`config.mk`:
```
export PLATFORM = sky130hd
export DESIGN_NAME = game_sequencer
export DESIGN_NICKNAME = d
export VERILOG_FILES = /design/src/rtl/game_sequencer.sv
export SDC_FILE = /design/constraint.sdc
export NUM_CORES = 1
export LEC_CHECK = 0
export CORE_MARGIN = 2
export CORE_UTILIZATION = 49
export CTS_CLUSTER_SIZE = 10
export DETAILED_ROUTE_END_ITERATION = 7
export HOLD_SLACK_MARGIN = 0.1
export PLACE_DENSITY = 0.7
export SLEW_MARGIN = 5
export SYNTH_ARGS = -nofsm -noshare
export SYNTH_HDL_FRONTEND = slang
export SYNTH_SLANG_ARGS = --single-unit
```
`constraint.sdc`:
```
create_clock -name clk -period 3.2 [get_ports clk]
set_clock_uncertainty 0.1 [all_clocks]
set_input_delay 0.32 -clock clk [delete_from_list [all_inputs] [get_ports clk]]
set_output_delay 0.32 -clock clk [all_outputs]
set_load 0.005 [all_outputs]
```
`src/rtl/game_sequencer.sv`:
```
// Game-flow controller: turns VGA vsync into a frame-locked game tick and runs the
// round state machine (idle / run / crash flash / over) with level and day/night scheduling.
module game_sequencer #(
    parameter int FRAMES_INIT  = 4,
    parameter int FRAMES_MIN   = 1,
    parameter int LEVEL_TICKS  = 512,
    parameter int FLASH_FRAMES = 60,
    parameter int NIGHT_TICKS  = 1024
) (
    input  logic       clk,
    input  logic       rstn,
    input  logic       vs,
    input  logic       start,
    input  logic       jump,
    input  logic       collision,
    output logic       tick,
    output logic       running,
    output logic       game_over,
    output logic       clear,
    output logic       flash,
    output logic [2:0] level,
    output logic       night
);

    typedef enum logic [1:0] {ST_IDLE, ST_RUN, ST_FLASH, ST_OVER} state_t;

    localparam logic [4:0]  FI5     = 5'(FRAMES_INIT);
    localparam logic [4:0]  FM5     = 5'(FRAMES_MIN);
    localparam logic [15:0] LT_LAST = 16'(LEVEL_TICKS - 1);
    localparam logic [15:0] NT_LAST = 16'(NIGHT_TICKS - 1);
    localparam logic [7:0]  FF_LAST = 8'(FLASH_FRAMES - 1);

    state_t      state_q, state_d;
    logic        vs_meta_q, vs_sync_q, vs_hist_q;
    logic        frame_evt_q, frame_evt_d;
    logic        jump_prev_q;
    logic        jump_rise;
    logic [3:0]  frame_cnt_q, frame_cnt_d;
    logic [15:0] tick_cnt_q, tick_cnt_d;
    logic [15:0] night_cnt_q, night_cnt_d;
    logic [7:0]  flash_cnt_q, flash_cnt_d;
    logic [2:0]  level_q, level_d;
    logic        night_q, night_d;
    logic        flash_q, flash_d;
    logic        tick_q, tick_d;
    logic        clear_q, clear_d;
    logic        running_q, running_d;
    logic        game_over_q, game_over_d;
    logic [4:0]  level_ext;
    logic [3:0]  fpt;

    always_ff @(posedge clk) begin
        if (!rstn) begin
            state_q     <= ST_IDLE;
            vs_meta_q   <= 1'b1;
            vs_sync_q   <= 1'b1;
            vs_hist_q   <= 1'b1;
            frame_evt_q <= 1'b0;
            // A jump held through reset must not count as a fresh press.
            jump_prev_q <= 1'b1;
            frame_cnt_q <= '0;
            tick_cnt_q  <= '0;
            night_cnt_q <= '0;
            flash_cnt_q <= '0;
            level_q     <= '0;
            night_q     <= 1'b0;
            flash_q     <= 1'b0;
            tick_q      <= 1'b0;
            clear_q     <= 1'b0;
            running_q   <= 1'b0;
            game_over_q <= 1'b0;
        end else begin
            state_q     <= state_d;
            vs_meta_q   <= vs;
            vs_sync_q   <= vs_meta_q;
            vs_hist_q   <= vs_sync_q;
            frame_evt_q <= frame_evt_d;
            jump_prev_q <= jump;
            frame_cnt_q <= frame_cnt_d;
            tick_cnt_q  <= tick_cnt_d;
            night_cnt_q <= night_cnt_d;
            flash_cnt_q <= flash_cnt_d;
            level_q     <= level_d;
            night_q     <= night_d;
            flash_q     <= flash_d;
            tick_q      <= tick_d;
            clear_q     <= clear_d;
            running_q   <= running_d;
            game_over_q <= game_over_d;
        end
    end

    always_comb begin
        frame_evt_d = vs_hist_q & ~vs_sync_q;
        jump_rise   = jump & ~jump_prev_q;
        level_ext   = {2'b00, level_q};
        if (level_ext + FM5 >= FI5) fpt = 4'(FM5);
        else                        fpt = 4'(FI5 - level_ext);

        state_d     = state_q;
        frame_cnt_d = frame_cnt_q;
        tick_cnt_d  = tick_cnt_q;
        night_cnt_d = night_cnt_q;
        flash_cnt_d = flash_cnt_q;
        level_d     = level_q;
        night_d     = night_q;
        flash_d     = flash_q;
        tick_d      = 1'b0;
        clear_d     = 1'b0;

        if (!start) begin
            state_d = ST_IDLE;
            flash_d = 1'b0;
        end else begin
            case (state_q)
                ST_IDLE, ST_OVER: begin
                    if (jump_rise) begin
                        state_d     = ST_RUN;
                        clear_d     = 1'b1;
                        frame_cnt_d = '0;
                        tick_cnt_d  = '0;
                        night_cnt_d = '0;
                        level_d     = '0;
                        night_d     = 1'b0;
                    end
                end
                ST_RUN: begin
                    // Collision outranks a tick falling due in the same cycle.
                    if (collision) begin
                        state_d     = ST_FLASH;
                        flash_d     = 1'b1;
                        flash_cnt_d = '0;
                    end else if (frame_evt_q) begin
                        if (frame_cnt_q >= fpt - 4'd1) begin
                            tick_d      = 1'b1;
                            frame_cnt_d = '0;
                            if (tick_cnt_q == LT_LAST) begin
                                tick_cnt_d = '0;
                                if (level_q != 3'd7) level_d = level_q + 3'd1;
                            end else begin
                                tick_cnt_d = tick_cnt_q + 16'd1;
                            end
                            if (night_cnt_q == NT_LAST) begin
                                night_cnt_d = '0;
                                night_d     = ~night_q;
                            end else begin
                                night_cnt_d = night_cnt_q + 16'd1;
                            end
                        end else begin
                            frame_cnt_d = frame_cnt_q + 4'd1;
                        end
                    end
                end
                ST_FLASH: begin
                    if (frame_evt_q) begin
                        if (flash_cnt_q == FF_LAST) begin
                            state_d = ST_OVER;
                            flash_d = 1'b0;
                        end else begin
                            flash_cnt_d = flash_cnt_q + 8'd1;
                            if (flash_cnt_q[2:0] == 3'd7) flash_d = ~flash_q;
                        end
                    end
                end
                default: state_d = ST_IDLE;
            endcase
        end

        running_d   = (state_d == ST_RUN);
        game_over_d = (state_d == ST_FLASH) || (state_d == ST_OVER);
    end

    assign tick      = tick_q;
    assign running   = running_q;
    assign game_over = game_over_q;
    assign clear     = clear_q;
    assign flash     = flash_q;
    assign level     = level_q;
    assign night     = night_q;

endmodule

```
==> impl_metrics.csv, run 1 <==
group,metric,value,unit
drt,drcViolationCount,0,
timing,min_period,3.04,ns
logic_synthesis,synth_flop_cell,"dfxtp_1",
die,core_area,5850,um2
clock_tree,h-tree-depth,3,
place,dpl_cell_area,3220,um2
critical_path,critPathKind,"flip-flop to flip-flop",
logic_synthesis,yosys.area.top_type,"dfxtp_1",
grt,grt_start_max_net_pins,15,
logic_synthesis,synth_most_common_cell,"dfxtp_1",
logic_synthesis,synth_edf_count,0,
power_and_ir_drop,vdd_drop_max,265,uV
logic_synthesis,avgSynthCellArea,8.49,um2
timing,hold_viol_final,0,
logic_synthesis,synthArstFlopShare,0,
clock_tree,holdBufCountCts,0,
critical_path,slowest_delay,0.55,ns
logic_synthesis,syn_inst,347,
grt,grt-ovfl-total,0,
worst_hold_path,hold-path-cell-count,1,
drt,postRouteAntennaNets,0,
cells_and_area,stdcell_area,3550,um2
cells_and_area,antenna_cells,0,
flow_run,maxCapViolations,0,
timing,relSlewSlack,0.568,
logic_synthesis,synth_cell_type_count,43,
drt,met2_length,2850,um
drt,routed_wl,6100,um
clock_tree,clockBufferDepth,2,
grt,grtUsageTotal,0.197,
timing,setup_viol,0,
status,outcome,"finished, final reports clean",
clock_tree,clkLatencyLatePin,0.34,ns
drt,wl_per_cell,13.3,um
power_and_ir_drop,leakagePower,0.00125,uW
drt,top_layer_used,"met4",
critical_path,cpMostUsedCell,"ha_1",
logic_synthesis,synthAdderAreaFrac,0.0680,
drt,drt_iter0_markers,87,
critical_path,critPathMaxFanout,12,
place,io_buffer_count,14,
critical_path,crit_path_cell_trace,"ha_1 > ha_1 > nand3b_1 > ha_2 > xnor2_1 > ha_1 > o211ai_1 > o211ai_1 > buf_6 > nand2_8 > or4_4 > a21oi_2",
clock_tree,cts_tree,"done",
grt,antenna_found_initial,0,
die,die_y,81.5,um
critical_path,cp.required,3.37,ns
logic_synthesis,ys_seq_area_frac,0.408,
logic_synthesis,synth-seq-cells,60,
logic_synthesis,synth_nets,369,
die,die_area,6650,um2
critical_path,crit_path_end_kind,"flip-flop",
cells_and_area,drive_above_1_share,0.117,
logic_synthesis,yosys-mux-area-fraction,0.0140,
cells_and_area,areaGrowthSynthToFinish,20.4,%
die,num_rows,28,
power_and_ir_drop,power_density,461,nW/um2
critical_path,start_kind,"flip-flop",
timing,postLayoutSetupSlackWorst,0.155,ns
critical_path,worstPathArrival,3.22,ns
place,globalplace.congestion,0.817,
timing,worst_pin_slew,0.642,ns
critical_path,r2r_cells,12,
logic_synthesis,synth-compound-area-share,0.153,
die,die_w,81.5,um
grt,grt_pass1_vias,2328,
critical_path,r2r_end,"tick_cnt_q[15]$_SDFFE_PN0P_",
place,post-place-ws,0.0733,ns
critical_path,r2r-start,"level[0]$_SDFFE_PN0P_",
cells_and_area,nFillCells,535,
worst_hold_path,hp-class,"flip-flop to flip-flop",
logic_synthesis,synth_top_cell_area_share,0.408,
timing,tns,0,ns
place,dp_hpwl,4080,um
critical_path,r2r_slack,0.16,ns
timing,fmax,0.328,GHz
drt,vias,2570,
drt,dr.pass1.iters,4,
logic_synthesis,ys_warn_count,0,
drt,via_per_inst,5.59,
clock_tree,path_clk_slew,0.07,ns
cells_and_area,nets,402,
logic_synthesis,syn_area,2950,um2
timing,report.final.slew_viol_count,0,
logic_synthesis,synth_simple_gate_area_share,0.267,
die,io_pins,15,
worst_hold_path,hp-start,"vs_meta_q$_SDFF_PN1_",
timing,period_share,0.952,
critical_path,crit_slowest_cell,"or4_4",
die,start_util,0.503,
clock_tree,cts_sinks,60,
worst_hold_path,holdPathEnd,"vs_sync_q$_SDFF_PN1_",
drt,met1_length,2960,um
drt,wl_met3,211,um
clock_tree,cts_buffers,9,
logic_synthesis,synthXorXnorAreaFrac,0.0565,
clock_tree,root_buffer,"clkbuf_8",
logic_synthesis,synth_top_family_by_area,"simple AND/OR/NAND/NOR gates",
logic_synthesis,synth_commonest_cells,"dfxtp_1, a21oi_1, nor2_1, nand2_1, o21ai_0",
grt,grt_pass1_wl,10100,um
logic_synthesis,synth_area_leaders,"dfxtp_1, ha_1, a21oi_1, or3_1, nor2_1",
## per-stage QoR
step	hold slack (ns)	std cells	util	power (uW)
after CTS	0.321	453	0.591	1640
after floorplan	0.286	347	-	816
final	0.317	460	0.606	1640
after global placement	0.301	437	0.550	839
after global routing	0.338	460	0.606	1690
after detailed placement	0.302	437	0.550	840
## placed cells by master, fill, tap and decap left out, drive strengths merged, types with 2 or more instances in the layout
cell type / count
a21oi: 31
a22oi: 2
and2: 7
and3: 5
and4: 3
buf: 19
bufinv: 2
clkbuf: 12
clkdlybuf4s50: 14
clkinv: 2
dfxtp: 60
ha: 16
inv: 13
mux2i: 3
nand2: 25
nand2b: 8
nand3: 19
nand3b: 3
nand4: 16
nor2: 31
nor3: 6
nor4: 2
o211ai: 3
o21a: 4
o21ai: 23
o22ai: 3
o31ai: 2
or3: 20
or4: 2
xnor2: 8
xor2: 11
## layer usage
metal / up-vias / GRT usage
li1: 1319 / -
met1: 1208 / 0.245
met2: 35 / 0.321
met3: 8 / 0.0538
met4: 0 / 0.0831
met5: - / 0
## state kept, by name, summed over array words and instances, names as in the netlist, 2 cells and up
signal       cells
flash_cnt_q      8
frame_cnt_q      4
level            3
night_cnt_q     16
state_q          2
tick_cnt_q      16
## critical path: cells and delay by family, from the launching register on
family / cells / cell delay [ns]
buf+inv: 1 / 0.19
fa+ha+maj: 4 / 0.93
simple gates: 3 / 0.81
flops: 1 / 0.34
compound gates: 3 / 0.50
xor+xnor: 1 / 0.12
## cell type report
type	instances	area, um2	area share
clock inverter	4	70.1	0.0198
tap	75	93.8	0.0265
sequential	60	1200	0.339
clock buffer	12	165	0.0466
timing repair buffer	33	288	0.0812
inverter	13	48.8	0.0138
multi-input combinational	263	1680	0.473
## worst max-delay path by stage
stage                     startpoint  cells past startpoint  slack [ns]                            to
2_1_floorplan  level[0]$_SDFFE_PN0P_                     12        0.03    tick_cnt_q[9]$_SDFFE_PN0P_
3_3_place_gp   level[0]$_SDFFE_PN0P_                     13        0.15  night_cnt_q[15]$_SDFFE_PN0P_
3_5_place_dp   level[0]$_SDFFE_PN0P_                     12        0.07   tick_cnt_q[15]$_SDFFE_PN0P_
4_1_cts        level[0]$_SDFFE_PN0P_                     12        0.05   tick_cnt_q[15]$_SDFFE_PN0P_
5_1_grt        level[0]$_SDFFE_PN0P_                     12      -0.003  night_cnt_q[12]$_SDFFE_PN0P_
6_report       level[0]$_SDFFE_PN0P_                     12        0.16   tick_cnt_q[15]$_SDFFE_PN0P_
## report_power, final
part,switching (uW),internal (uW)
Sequential,3.33,752
Combinational,44.5,31.0
Clock,305,500
Total,353,1280
## cells by family (layout without fill, tap and decap cells)
logic type | count (synthesis) | in the layout
buffers and inverters | 24 | 62
muxes | 4 | 4
AOI/OAI and AO/OA | 75 | 75
and+or+nand+nor | 149 | 149
xor gates and xnor gates | 19 | 19
DFF | 60 | 60
adders and majority gates | 16 | 16
## what timing repair did
action	4_1_cts	5_1_grt
setup endpoints to repair	0	24
setup buffers	0	6
gates resized for setup	0	10
hold endpoints to repair	0	0
Power figures use the tool's default switching activity.
==> inputs of run 2 (changes only) <==
SLEW_MARGIN = unset   (was 5)
TNS_END_PERCENT = 5   (was unset)
==> run 2 against run 1 <==
Against the previous run:
- final cell count decreased by 0.65%
- critical endpoint unchanged
- clock power about the same
- via count decreased by 0.62%
- register-to-register slack about the same
- critical path type unchanged
- sequential share of layout area increased by 0.38 points
- worst setup slack got worse by 0.013 ns
==> impl_metrics.csv, run 2 (synthesis gave the netlist of run 1 again) <==
group,metric,value,unit
status,outcome,"finished, final reports clean",
cells_and_area,mostFrequentLayoutCell,"dfxtp_1",
timing,period_share,0.956,
clock_tree,path_clk_slew,0.07,ns
grt,grt_start_max_net_pins,15,
clock_tree,cts_tree,"done",
power_and_ir_drop,power_density,465,nW/um2
clock_tree,clkLatencyLatePin,0.34,ns
clock_tree,root_buffer,"clkbuf_8",
critical_path,cp.required,3.37,ns
timing,fmax,0.327,GHz
power_and_ir_drop,totalPowerFinal,1630,uW
cells_and_area,areaGrowthSynthToFinish,19.1,%
critical_path,critPathMaxFanout,12,
die,core_area,5850,um2
timing,min_period,3.06,ns
power_and_ir_drop,leakagePower,0.00124,uW
critical_path,r2r-start,"level[0]$_SDFFE_PN0P_",
critical_path,crit_path_end_kind,"flip-flop",
timing,hold_viol_final,0,
critical_path,r2r_slack,0.14,ns
timing,hold_ws,0.317,ns
cells_and_area,post-route-util,0.599,
cells_and_area,drive_above_1_share,0.102,
place,place_inst,437,
worst_hold_path,holdPathEnd,"vs_sync_q$_SDFF_PN1_",
die,start_util,0.503,
grt,antenna_found_initial,0,
place,io_buffer_count,14,
drt,routed_wl,6010,um
grt,grt_pass1_wl,10100,um
critical_path,worstPathArrival,3.23,ns
grt,grt-ovfl-total,0,
critical_path,r2r_end,"tick_cnt_q[15]$_SDFFE_PN0P_",
timing,rsz0062_at_grt,"true",
timing,report.final.slew_viol_count,0,
worst_hold_path,hold-path-cell-count,1,
cells_and_area,antenna_cells,0,
drt,postRouteAntennaNets,0,
timing,setup_viol,0,
cells_and_area,final_cell_mix,"dfxtp_1, nor2_1, a21oi_1",
drt,drt_iter0_markers,89,
place,globalplace.congestion,0.817,
drt,drcViolationCount,0,
power_and_ir_drop,vdd_drop_max,265,uV
place,dp_hpwl,4080,um
timing,relSlewSlack,0.568,
grt,grt_pass1_vias,2328,
worst_hold_path,hp-class,"flip-flop to flip-flop",
timing,worst_pin_slew,0.643,ns
die,die_area,6650,um2
clock_tree,cts_sinks,60,
flow_run,maxCapViolations,0,
grt,grtUsageTotal,0.197,
clock_tree,holdBufCountCts,0,
die,num_rows,28,
drt,via_per_inst,5.59,
drt,vias,2554,
clock_tree,h-tree-depth,3,
worst_hold_path,hp-start,"vs_meta_q$_SDFF_PN1_",
cells_and_area,reg.largest.list,"night_cnt_q: 16 flops, tick_cnt_q: 16 flops, flash_cnt_q: 8 flops",
die,io_pins,15,
clock_tree,clockBufferDepth,2,
critical_path,start_kind,"flip-flop",
drt,wl_per_cell,13.1,um
die,die_y,81.5,um
critical_path,critPathKind,"flip-flop to flip-flop",
drt,dr.pass1.iters,4,
die,die_w,81.5,um
critical_path,r2r_cells,12,
clock_tree,cts_buffers,9,
cells_and_area,instances_no_fill,457,
cells_and_area,nets,399,
[run 2: critical path, stage by stage (launching register included)]
cell and delay (ns):
dfxtp_2 0.34, ha_1 0.19, ha_1 0.28, nand3b_1 0.17, ha_1 0.21, xnor2_1 0.13
ha_1 0.27, o211ai_1 0.11, o211ai_1 0.21, buf_6 0.19, nand2_4 0.12, or4_1 0.54
a21oi_1 0.15
[run 2: repair_timing]
item / 4_1_cts / 5_1_grt
endpoints found under the setup margin: 0 / 24
gates resized for setup: 0 / 6
buffers inserted: 0 / 4
[run 2: metal layers]
metal / wire length, um / GRT usage / vias up
met2: 2800 / 0.321 / 33
met5: 0 / 0 / -
met1: 2910 / 0.245 / 1198
met3: 212 / 0.0538 / 8
li1: - / - / 1315
met4: 82 / 0.0831 / 0
[run 2: power by group]
group	leakage (uW)	internal, uW	switching, uW	total (uW)
logic	0.000632	29.9	42.8	72.7
clock network	0.000122	500	304	804
registers	0.000485	752	3.37	756
total	0.00124	1280	350	1630
[run 2: worst max-delay path by stage]
stage                                startpoint  slack, ns  cells after the start                           end
after floorplan           level[0]$_SDFFE_PN0P_       0.03                     12    tick_cnt_q[9]$_SDFFE_PN0P_
after global placement    level[0]$_SDFFE_PN0P_       0.15                     13  night_cnt_q[15]$_SDFFE_PN0P_
after detailed placement  level[0]$_SDFFE_PN0P_       0.07                     12   tick_cnt_q[15]$_SDFFE_PN0P_
after CTS                 level[0]$_SDFFE_PN0P_       0.05                     12   tick_cnt_q[15]$_SDFFE_PN0P_
after global routing      level[0]$_SDFFE_PN0P_      -0.03                     12   tick_cnt_q[15]$_SDFFE_PN0P_
final                     level[0]$_SDFFE_PN0P_       0.14                     12   tick_cnt_q[15]$_SDFFE_PN0P_
[run 2: cell type report]
type                    instances  area (um2)
well taps                      75        93.8
flip-flops and latches         60        1200
fillers                       541        2340
multi-input cells             263        1660
clock buffers                  12         165
inverters                      13        48.8
clock inverters                 4        70.1
repair buffers                 30         268
[run 2: per-stage QoR]
| stage | area [um2] | setup TNS [ns] | worst slack (ns) |
|---|---|---|---|
| 2_1_floorplan | 2950 | 0 | 0.0255 |
| 3_3_place_gp | 3220 | 0 | 0.147 |
| 3_5_place_dp | 3220 | 0 | 0.0733 |
| 4_1_cts | 3460 | 0 | 0.0467 |
| 5_1_grt | 3510 | -0.0407 | -0.0259 |
| 6_report | 3510 | 0 | 0.142 |
==> inputs of run 3 (changes only) <==
TNS_END_PERCENT = 30   (was 5)
==> results of run 3 <==
The final DEF is identical to that of run 2; final timing and power are the same.
==> variant (flow settings as in run 3) <==
Encoding of `state_t`: now Gray code (2 bits for 4 states).
--- a/src/rtl/game_sequencer.sv
+++ b/src/rtl/game_sequencer.sv
@@ -24,3 +24,3 @@
 
-    typedef enum logic [1:0] {ST_IDLE, ST_RUN, ST_FLASH, ST_OVER} state_t;
+    typedef enum logic [1:0] {ST_IDLE = 2'b00, ST_RUN = 2'b01, ST_FLASH = 2'b11, ST_OVER = 2'b10} state_t;
 
Check against the original RTL: no difference found for any inputs over 10 cycles, from zero or initial values and one cycle with rstn low; not proved beyond that.
==> variant against run 3 <==
Via count grew 6.5%. Critical path depth increased by 1. Sequential cell count stayed put. Worst setup slack worse by 85 ps. Routed wire length increased by 15%. Final cell count is the same. Sequential share of layout area decreased by 2.3 points. Power up 0.26%. Design area up 7.5%. Clock power is 0.6% lower. Largest cell class unchanged. Highest routed layer unchanged. Count of clock-buffer cells in the layout unchanged. Synthesized area increased by 1.9%.
==> variant: results (changes against run 3) <==
<table>
<tr><th>Metric</th><th>Value</th></tr>
<tr><th colspan="2">Worst setup path</th></tr>
<tr><td>Critical-path maximum fanout</td><td>14 (+2)</td></tr>
<tr><td>Cells on worst reg2reg path</td><td>13 (+1)</td></tr>
<tr><td>Origin of the critical flop-to-flop path</td><td>level[1]</td></tr>
<tr><th colspan="2">Worst hold path</th></tr>
<tr><td>Min-Delay Startpoint</td><td>vs_hist_q</td></tr>
<tr><th colspan="2">Synthesis</th></tr>
<tr><td>Net count of the mapped netlist</td><td>367 (-0.54%)</td></tr>
<tr><td>Most frequent cells after synthesis</td><td>dfxtp_1 (60), a21oi_1 (36), nor2_1 (24)</td></tr>
<tr><td>Netlist cell types</td><td>46 (+7.0%)</td></tr>
<tr><td>Average instance area after synthesis</td><td>8.62 sq um (+1.6%)</td></tr>
<tr><th colspan="2">Placement</th></tr>
<tr><td>Instance area after placement</td><td>0.00327 sq mm (+1.5%)</td></tr>
<tr><td>Worst Setup Slack post-DPL</td><td>-14.2 ps (-87.5 ps)</td></tr>
<tr><td>Cell count after placement</td><td>435 (-0.46%)</td></tr>
<tr><td>Post-detail-place hpwl</td><td>4.35 mm (+6.5%)</td></tr>
<tr><th colspan="2">Global route</th></tr>
<tr><td>Global routing usage on met3</td><td>3.59% (-1.8 points)</td></tr>
<tr><td>First-pass GRT wire length</td><td>10.6 mm (+4.8%)</td></tr>
<tr><td>Gr usage total</td><td>20.5% (+0.79 points)</td></tr>
<tr><td>Met1 capacity usage during global routing</td><td>26.4% (+2.0 points)</td></tr>
<tr><td>Pin count of the biggest net entering global routing</td><td>29 (+14)</td></tr>
<tr><td>Vias in the first global route</td><td>2,403 (+3.2%)</td></tr>
<tr><td>Met2 Usage GRT</td><td>32.7% (+0.53 points)</td></tr>
<tr><th colspan="2">Final layout</th></tr>
<tr><td>Sequential Area</td><td>0.00121 sq mm (+0.31%)</td></tr>
<tr><td>Share of cells above drive strength 1</td><td>17.8% (+7.6 points)</td></tr>
<tr><td>Total of fill cells in the finished design</td><td>505 (-6.7%)</td></tr>
<tr><td>Fin nets</td><td>396 (-0.75%)</td></tr>
<tr><th colspan="2">Outcome</th></tr>
<tr><td>Result of the run</td><td>finished, final reports clean</td></tr>
<tr><th colspan="2">Drt</th></tr>
<tr><td>Initial detailed-routing violation count</td><td>195 (+120%)</td></tr>
<tr><td>Vias per inst</td><td>5.95 (+6.5%)</td></tr>
<tr><th colspan="2">Timing</th></tr>
<tr><td>Slew at the pin closest to its max-slew limit</td><td>692 ps (+49.5 ps)</td></tr>
<tr><th colspan="2">Clocking</th></tr>
<tr><td>Clock latency reported for the late side of the worst-skew pair</td><td>340 ps (about the same)</td></tr>
<tr><th colspan="2">Power</th></tr>
<tr><td>Leak Pwr</td><td>1.28 nW (+3.6%)</td></tr>
<tr><td>Worst VDD drop</td><td>287 uV (+8.2%)</td></tr>
</table>
## variant: kinds of logic after synthesis
kind of cell / Yosys count / share of synthesized area, %
xor gates and xnor gates: 15 / 4.38
muxes: 6 / 2.00
buffers and inverters: 21 / 3.00
and+or+nand+nor: 147 / 27.9
DFF: 60 / 40.0
adders and majority gates: 13 / 5.42
AOI/OAI and AO/OA: 86 / 17.2
## variant: final cells by class
class / count / share of cell area [%]
clock buffers: 12 / 4.38
clock inverters: 4 / 1.86
inverters: 8 / 0.797
multi-input cells: 267 / 48.8
flip-flops and latches: 60 / 32.0
well taps: 75 / 2.49
repair buffers: 31 / 9.72
## variant: where the power goes
| group | internal (W) | total (W) | switching, W |
|---|---|---|---|
| combinational | 0.0000341 | 0.0000797 | 0.0000455 |
| clock | 0.000500 | 0.000799 | 0.000300 |
| sequential | 0.000752 | 0.000757 | 0.00000555 |
## variant: worst max-delay path, stage by stage, from the launching register on
cell	delay, ps
dfxtp_4	360
ha_4	160
ha_4	200
nand3b_1	160
ha_2	190
xnor2_1	120
ha_1	280
o211ai_1	130
o211ai_2	270
nand3_4	210
buf_4	210
clkbuf_16	160
o31ai_1	360
a21oi_2	90
## variant: path summary, 6_finish.rpt
kind               endpoint  slack (ps)
min reg2reg     frame_evt_q         310
max reg2reg  night_cnt_q[5]          60
min             frame_evt_q         310
max          night_cnt_q[5]          60
## variant: timing repair
item | 4_1_cts | 5_1_grt
setup endpoints to repair | 10 | 32
pin swaps | 0 | 28
resized for setup | 1 | 34
cloned | 0 | 4
endpoints found under the hold margin | 0 | 0
buffers inserted | 0 | 3
## variant: routing by layer
metal	vias to the layer above	wire length [um]
li1	1358	-
met1	1306	3230
met2	40	3340
met3	16	180
met4	0	172
met5	-	0
